$ cat config.mk
export PLATFORM = sky130hd
export DESIGN_NAME = mem_wb_pipe
export DESIGN_NICKNAME = d
export VERILOG_FILES = /design/src/rtl/mem_wb_pipe_pkg.sv /design/src/rtl/wb_skid_buf.sv /design/src/rtl/mem_wb_pipe.sv
export SDC_FILE = /design/constraint.sdc
export NUM_CORES = 1
export LEC_CHECK = 0
export ABC_AREA = 1
export ABC_CLOCK_PERIOD_IN_PS = 9060
export CAP_MARGIN = 10
export CORE_MARGIN = 2
export CORE_UTILIZATION = 49
export CTS_BUF_LIST = sky130_fd_sc_hd__clkbuf_2
export CTS_CLUSTER_SIZE = 30
export DETAILED_ROUTE_END_ITERATION = 12
export GPL_TIMING_DRIVEN = 1
export PLACE_DENSITY_LB_ADDON = 0.25
export SLEW_MARGIN = 20
export SYNTH_ARGS = -nofsm -noshare
export SYNTH_HDL_FRONTEND = slang
export SYNTH_SLANG_ARGS = --single-unit
export TNS_END_PERCENT = 5
$ cat constraint.sdc
create_clock -name clock -period 9.06 [get_ports clock]
set_clock_uncertainty 0.1 [all_clocks]
set_input_delay 0.906 -clock clock [delete_from_list [all_inputs] [get_ports clock]]
set_output_delay 0.906 -clock clock [all_outputs]
set_load 0.01 [all_outputs]
$ cat src/rtl/mem_wb_pipe_pkg.sv
// Shared MEM/WB pipeline types: exception cause codes and the held entry record.
// The record is sized for the widest supported datapath; narrower instances zero-extend.
package mem_wb_pipe_pkg;

  localparam int unsigned PIPE_XLEN   = 32;
  localparam int unsigned PIPE_RIDX_W = 5;

  typedef enum logic [1:0] {
    CAUSE_NONE     = 2'b00,
    CAUSE_UPSTREAM = 2'b01,
    CAUSE_DTLB     = 2'b10
  } wb_cause_e;

  typedef struct packed {
    logic [PIPE_XLEN-1:0]   result;
    logic [PIPE_XLEN-1:0]   read_data;
    logic [PIPE_XLEN-1:0]   pc;
    logic [PIPE_XLEN-1:0]   faulty_address;
    logic [PIPE_RIDX_W-1:0] rd;
    logic                   mem_to_reg;
    logic                   reg_write;
    logic                   exception;
    logic                   iret;
    wb_cause_e              cause;
  } wb_entry_t;

  // Upstream exceptions are older than the DTLB fault, so they take priority.
  function automatic wb_cause_e resolve_cause(input logic up_exc, input logic dtlb_exc);
    if (up_exc) return CAUSE_UPSTREAM;
    if (dtlb_exc) return CAUSE_DTLB;
    return CAUSE_NONE;
  endfunction

endpackage

$ cat src/rtl/wb_skid_buf.sv
// Two-entry FIFO between MEM capture and WB drain; ready is registered so
// upstream timing never depends on out_ready.
module wb_skid_buf
  import mem_wb_pipe_pkg::*;
(
  input  logic      clock,
  input  logic      reset_n,
  input  logic      push,
  input  wb_entry_t push_entry,
  input  logic      pop,
  input  logic      flush,
  output logic      head_valid,
  output wb_entry_t head_entry,
  output logic      ready
);

  wb_entry_t  mem_q [2];
  logic       wr_ptr;
  logic       rd_ptr;
  logic [1:0] count_q;
  logic [1:0] count_nxt;
  logic       do_push;
  logic       do_pop;

  assign do_push = push && (count_q != 2'd2);
  assign do_pop  = pop && (count_q != 2'd0);

  always_comb begin
    count_nxt = count_q;
    if (flush) begin
      count_nxt = 2'd0;
    end else if (do_push && !do_pop) begin
      count_nxt = count_q + 2'd1;
    end else if (do_pop && !do_push) begin
      count_nxt = count_q - 2'd1;
    end
  end

  always_ff @(posedge clock or negedge reset_n) begin
    if (!reset_n) begin
      count_q <= 2'd0;
      wr_ptr  <= 1'b0;
      rd_ptr  <= 1'b0;
      ready   <= 1'b0;
    end else begin
      count_q <= count_nxt;
      ready   <= (count_nxt != 2'd2);
      if (flush) begin
        wr_ptr <= 1'b0;
        rd_ptr <= 1'b0;
      end else begin
        if (do_push) wr_ptr <= ~wr_ptr;
        if (do_pop) rd_ptr <= ~rd_ptr;
      end
    end
  end

  // Payload storage needs no reset: head_valid gates every observable field.
  always_ff @(posedge clock) begin
    if (do_push && !flush) mem_q[wr_ptr] <= push_entry;
  end

  assign head_valid = (count_q != 2'd0);
  assign head_entry = mem_q[rd_ptr];

endmodule

$ cat src/rtl/mem_wb_pipe.sv
// MEM/WB pipeline register: folds DTLB faults into the exception record and
// holds entries for writeback, either as one register stage or a two-entry skid buffer.
module mem_wb_pipe
  import mem_wb_pipe_pkg::*;
#(
  parameter int unsigned XLEN   = 32,
  parameter int unsigned RIDX_W = 5,
  parameter int unsigned SKID   = 1
) (
  input  logic              clock,
  input  logic              reset_n,
  input  logic              in_valid,
  output logic              in_ready,
  input  logic [XLEN-1:0]   in_result,
  input  logic [XLEN-1:0]   in_read_data,
  input  logic [RIDX_W-1:0] in_rd,
  input  logic              in_mem_to_reg,
  input  logic              in_reg_write,
  input  logic [XLEN-1:0]   in_pc,
  input  logic              in_exception,
  input  logic [XLEN-1:0]   in_faulty_address,
  input  logic              in_iret,
  input  logic              mem_enable,
  input  logic [XLEN-1:0]   mem_address,
  input  logic              dtlb_miss,
  input  logic              dtlb_ready,
  input  logic              bubble,
  input  logic              flush,
  output logic              out_valid,
  input  logic              out_ready,
  output logic [XLEN-1:0]   out_result,
  output logic [XLEN-1:0]   out_read_data,
  output logic [XLEN-1:0]   out_pc,
  output logic [XLEN-1:0]   out_faulty_address,
  output logic [RIDX_W-1:0] out_rd,
  output logic              out_mem_to_reg,
  output logic              out_reg_write,
  output logic              out_exception,
  output logic              out_iret,
  output logic [1:0]        out_cause
);

  logic      dtlb_exc;
  logic      capture;
  logic      drain;
  logic      held_valid;
  wb_entry_t held_e;
  wb_entry_t new_e;

  assign dtlb_exc = dtlb_miss && dtlb_ready && mem_enable;
  assign capture  = in_valid && in_ready && !bubble && !flush;
  assign drain    = held_valid && out_ready;

  always_comb begin
    new_e                = '0;
    new_e.result         = PIPE_XLEN'(in_result);
    new_e.read_data      = PIPE_XLEN'(in_read_data);
    new_e.pc             = PIPE_XLEN'(in_pc);
    new_e.rd             = PIPE_RIDX_W'(in_rd);
    new_e.mem_to_reg     = in_mem_to_reg;
    new_e.iret           = in_iret;
    new_e.exception      = in_exception || dtlb_exc;
    new_e.reg_write      = in_reg_write && !(in_exception || dtlb_exc);
    new_e.cause          = resolve_cause(in_exception, dtlb_exc);
    case (new_e.cause)
      CAUSE_UPSTREAM: new_e.faulty_address = PIPE_XLEN'(in_faulty_address);
      CAUSE_DTLB:     new_e.faulty_address = PIPE_XLEN'(mem_address);
      default:        new_e.faulty_address = '0;
    endcase
  end

  generate
    if (SKID != 0) begin : g_skid
      wb_skid_buf u_skid_buf (
        .clock      (clock),
        .reset_n    (reset_n),
        .push       (capture),
        .push_entry (new_e),
        .pop        (drain),
        .flush      (flush),
        .head_valid (held_valid),
        .head_entry (held_e),
        .ready      (in_ready)
      );
    end else begin : g_reg
      // rdy_en keeps in_ready low through reset and for the edge it is released on.
      logic      rdy_en;
      logic      valid_q;
      wb_entry_t entry_q;

      always_ff @(posedge clock or negedge reset_n) begin
        if (!reset_n) begin
          rdy_en  <= 1'b0;
          valid_q <= 1'b0;
          entry_q <= '0;
        end else begin
          rdy_en <= 1'b1;
          if (flush) begin
            valid_q <= 1'b0;
          end else if (capture) begin
            valid_q <= 1'b1;
            entry_q <= new_e;
          end else if (drain) begin
            valid_q <= 1'b0;
          end
        end
      end

      assign in_ready   = rdy_en && !bubble && !flush && (!valid_q || out_ready);
      assign held_valid = valid_q;
      assign held_e     = entry_q;
    end
  endgenerate

  assign out_valid          = held_valid;
  assign out_result         = held_valid ? held_e.result[XLEN-1:0]         : '0;
  assign out_read_data      = held_valid ? held_e.read_data[XLEN-1:0]      : '0;
  assign out_pc             = held_valid ? held_e.pc[XLEN-1:0]             : '0;
  assign out_faulty_address = held_valid ? held_e.faulty_address[XLEN-1:0] : '0;
  assign out_rd             = held_valid ? held_e.rd[RIDX_W-1:0]           : '0;
  assign out_mem_to_reg     = held_valid && held_e.mem_to_reg;
  assign out_reg_write      = held_valid && held_e.reg_write;
  assign out_exception      = held_valid && held_e.exception;
  assign out_iret           = held_valid && held_e.iret;
  assign out_cause          = held_valid ? held_e.cause : CAUSE_NONE;

endmodule

==> run summary <==
Simple-Gate Fraction of Synth Area: 10.48%
Yosys cell types: 17
Wirelength per Cell: 17.71 µm
crit share post-route: 51.78%
adder-cell area share of the yosys netlist: 0.2275%
Die X: 153.8 µm
first drt pass iteration count: 4
reg2reg start: g_skid.u_skid_buf.count_q[0]
Core ar.: 0.02196 mm²
setup repair bufs after CTS: 0
TritonCTS clock tree: yes
Compound-Gate Fraction of Synth Area: 9.055%
final antenna-violating net count: 0
Clock Latency Late Sink: 0.77 ns
worst hold path type: in -> async
count leader, synth: nor2_1
Die Y: 153.8 µm
root buffer cell: clkbuf_2
Period minus WS final: 4.692 ns
Mapped Nets: 1009
Post-Syn Instances: 829
largest cells by area after synthesis: edfxtp_1, nor2_1, o21ai_0
synth warn: 0
routed wire length: 26.71 mm
total grt overflow: 0
status: finished, final reports clean
IO Count: 319
fraction of layout cells with a size suffix above 1: 9.714%
Critical Path End: out_exception
design area: 0.01493 mm²
Peak VDD IR: 0.0001309 V
number of I/O port buffers: 318
DRC violations left: 0
Post-synth EDFFs: 278
reg2reg path depth: 6
post-synthesis xor/xnor area fraction: 0%
worst-margin pin slew: 1.020 ns
vias: 7718
Post-CTS Resized: 0
GRT Resource Usage Total: 22.38%
Worst Setup SP: g_skid.u_skid_buf.count_q[0]
synthesized area: 0.01100 mm²
largest family of logic cells by synthesized area: simple AND/OR/NAND/NOR gates
post-synth top area share: 75.90%
Area Growth Syn to Fin: 35.78%
top post-synthesis cells by count: nor2_1, edfxtp_1, o21ai_0
Max Transition Viols Final: 0
clk sinks: 283
Power Dens Cells: 249.6 mW/mm²
HPWL Detailed: 17.06 mm
Worst Path Required: 8.05 ns
fmax: 0.2131 GHz
DIE AREA: 0.02366 mm²
post-synthesis sequential area ratio: 77.03%
max_slew headroom: 31.99%
fraction of registers with async set/reset: 1.767%
area leader, netlist: edfxtp_1
worst reg-to-reg setup slack: 5.91 ns
Leak Pwr: 5.416 nW
vias in the first global route: 7776
First DRT Iteration DRCs: 572
maximum clock insertion buffer count: 3
Setup TNS Final: 0 ns
Crit path arrival time: 3.69 ns
pin count of the biggest net entering global routing: 119
RSZ-0062 raised after global routing: no
initial antenna violation count: 2
Vias/cell: 5.118
final hold vios: 0
Critical Path End Type: primary output
R2R Path End: g_skid.u_skid_buf.mem_q[1][40]
Critical Path Source Type: flip-flop
Mapped Avg Cell Area: 13.27 µm²
post-synthesis mux area share: 0%
Top FF cell, synth: edfxtp_1
Clk pin slew, worst setup/hold paths: 0.10 ns
flops & latches, synth: 283
placed inst area: 0.01432 mm²
critical path class: reg -> out
row count: 54
TritonCTS Buffers: 69
Initial Util: 50.09%
cts-stage hold buffer count: 0
Post-layout nets: 1355
Final GP Congestion: 0.8095
Setup Viol. Count Final: 0
H-tree depth: 3
first-pass GRT wire length: 40.85 mm
peak fanout along the critical path: 78
fillers: 1663
number of max-cap violations: 0
## how the worst min path moves through the flow
| stage | startpoint | endpoint | cells after the start |
|---|---|---|---|
| finish | reset_n | g_skid.u_skid_buf.rd_ptr | 1 |
| global route | reset_n | g_skid.u_skid_buf.rd_ptr | 1 |
| CTS | reset_n | g_skid.u_skid_buf.ready | 1 |
| detailed placement | g_skid.u_skid_buf.count_q[0] | g_skid.u_skid_buf.count_q[0] | 3 |
| global placement | g_skid.u_skid_buf.count_q[0] | g_skid.u_skid_buf.count_q[0] | 3 |
| floorplan | g_skid.u_skid_buf.wr_ptr | g_skid.u_skid_buf.wr_ptr | 1 |
## cell type report
cell class | instances | area (µm²) | share of cell area [%]
flip-flops and latches | 283 | 8477 | 56.76
repair buffers | 327 | 3254 | 21.79
multi-input cells | 481 | 2188 | 14.65
clock buffers | 98 | 490.5 | 3.284
well taps | 280 | 350.3 | 2.346
clock inverters | 23 | 113.9 | 0.7624
inverters | 13 | 52.55 | 0.3519
diodes | 3 | 7.507 | 0.05027
## flip-flops by register name (all words and copies together) (netlist names)
signal and cells:
g_skid.u_skid_buf.mem_q 278, g_skid.u_skid_buf.ready 1, g_skid.u_skid_buf.rd_ptr 1, g_skid.u_skid_buf.wr_ptr 1, g_skid.u_skid_buf.count_q 2
## where the power goes
| part | internal (W) | leakage, nW | switching (W) | total (W) |
|---|---|---|---|---|
| Combinational | 0.000651 | 2.36 | 0.000734 | 0.00139 |
| Clock | 0.000319 | 0.469 | 0.000473 | 0.000792 |
| Sequential | 0.00152 | 2.59 | 0.0000258 | 0.00155 |
| Total | 0.00249 | 5.42 | 0.00123 | 0.00373 |
## per-stage QoR
| stage | cells | total power, W | hold WS (ns) | util (%) | setup WS [ns] |
|---|---|---|---|---|---|
| 2_1_floorplan | 829 | 0.002223 | 0.3831 | - | 1.338 |
| 3_3_place_gp | 1384 | 0.002959 | 0.4339 | 65.21 | 5.205 |
| 3_5_place_dp | 1384 | 0.002975 | 0.4556 | 65.21 | 5.137 |
| 4_1_cts | 1505 | 0.003777 | 0.1563 | 67.96 | 4.223 |
| 5_1_grt | 1508 | 0.003963 | 0.1459 | 68.01 | 4.014 |
| 6_report | 1508 | 0.003727 | 0.2512 | 68.01 | 4.368 |
## critical path, cell delays in order (launching register included)
cell,delay [ns]
dfrtp_1,0.36
inv_1,0.08
ha_1,0.22
clkinv_2,0.52
buf_4,0.68
o21ai_0,0.23
nor2_1,0.17
clkdlybuf4s50_1,0.59
## cells by family after synthesis
group,after synthesis
compound gates,175
fa+ha+maj,2
buf+inv,65
flops,283
simple gates,304
## layout by cell type (no fill, tap or decap), drive strengths merged
master / Yosys / final
nand3: 7 / 7
ha: 2 / 2
clkdlybuf4s50: 0 / 318
a22o: 32 / 32
nand2: 11 / 11
inv: 13 / 16
nor2: 286 / 286
clkbuf: 19 / 98
a21oi: 2 / 2
o21ai: 141 / 141
clkinv: 0 / 19
bufinv: 0 / 1
diode: 0 / 3
dfrtp: 5 / 5
buf: 33 / 9
edfxtp: 278 / 278
## routing by layer
layer  routed length (µm)  up-vias  global-route usage [%]  share of wire [%]
met2                13640      317                   37.73                 51
li1                     -     3698                       -                  -
met1                10230     3657                   26.77                 38
met4                  584        0                   8.322                2.2
met5                    0        -                       0                  0
met3                 2263       46                   7.807                8.5
Power figures use the tool's default switching activity.
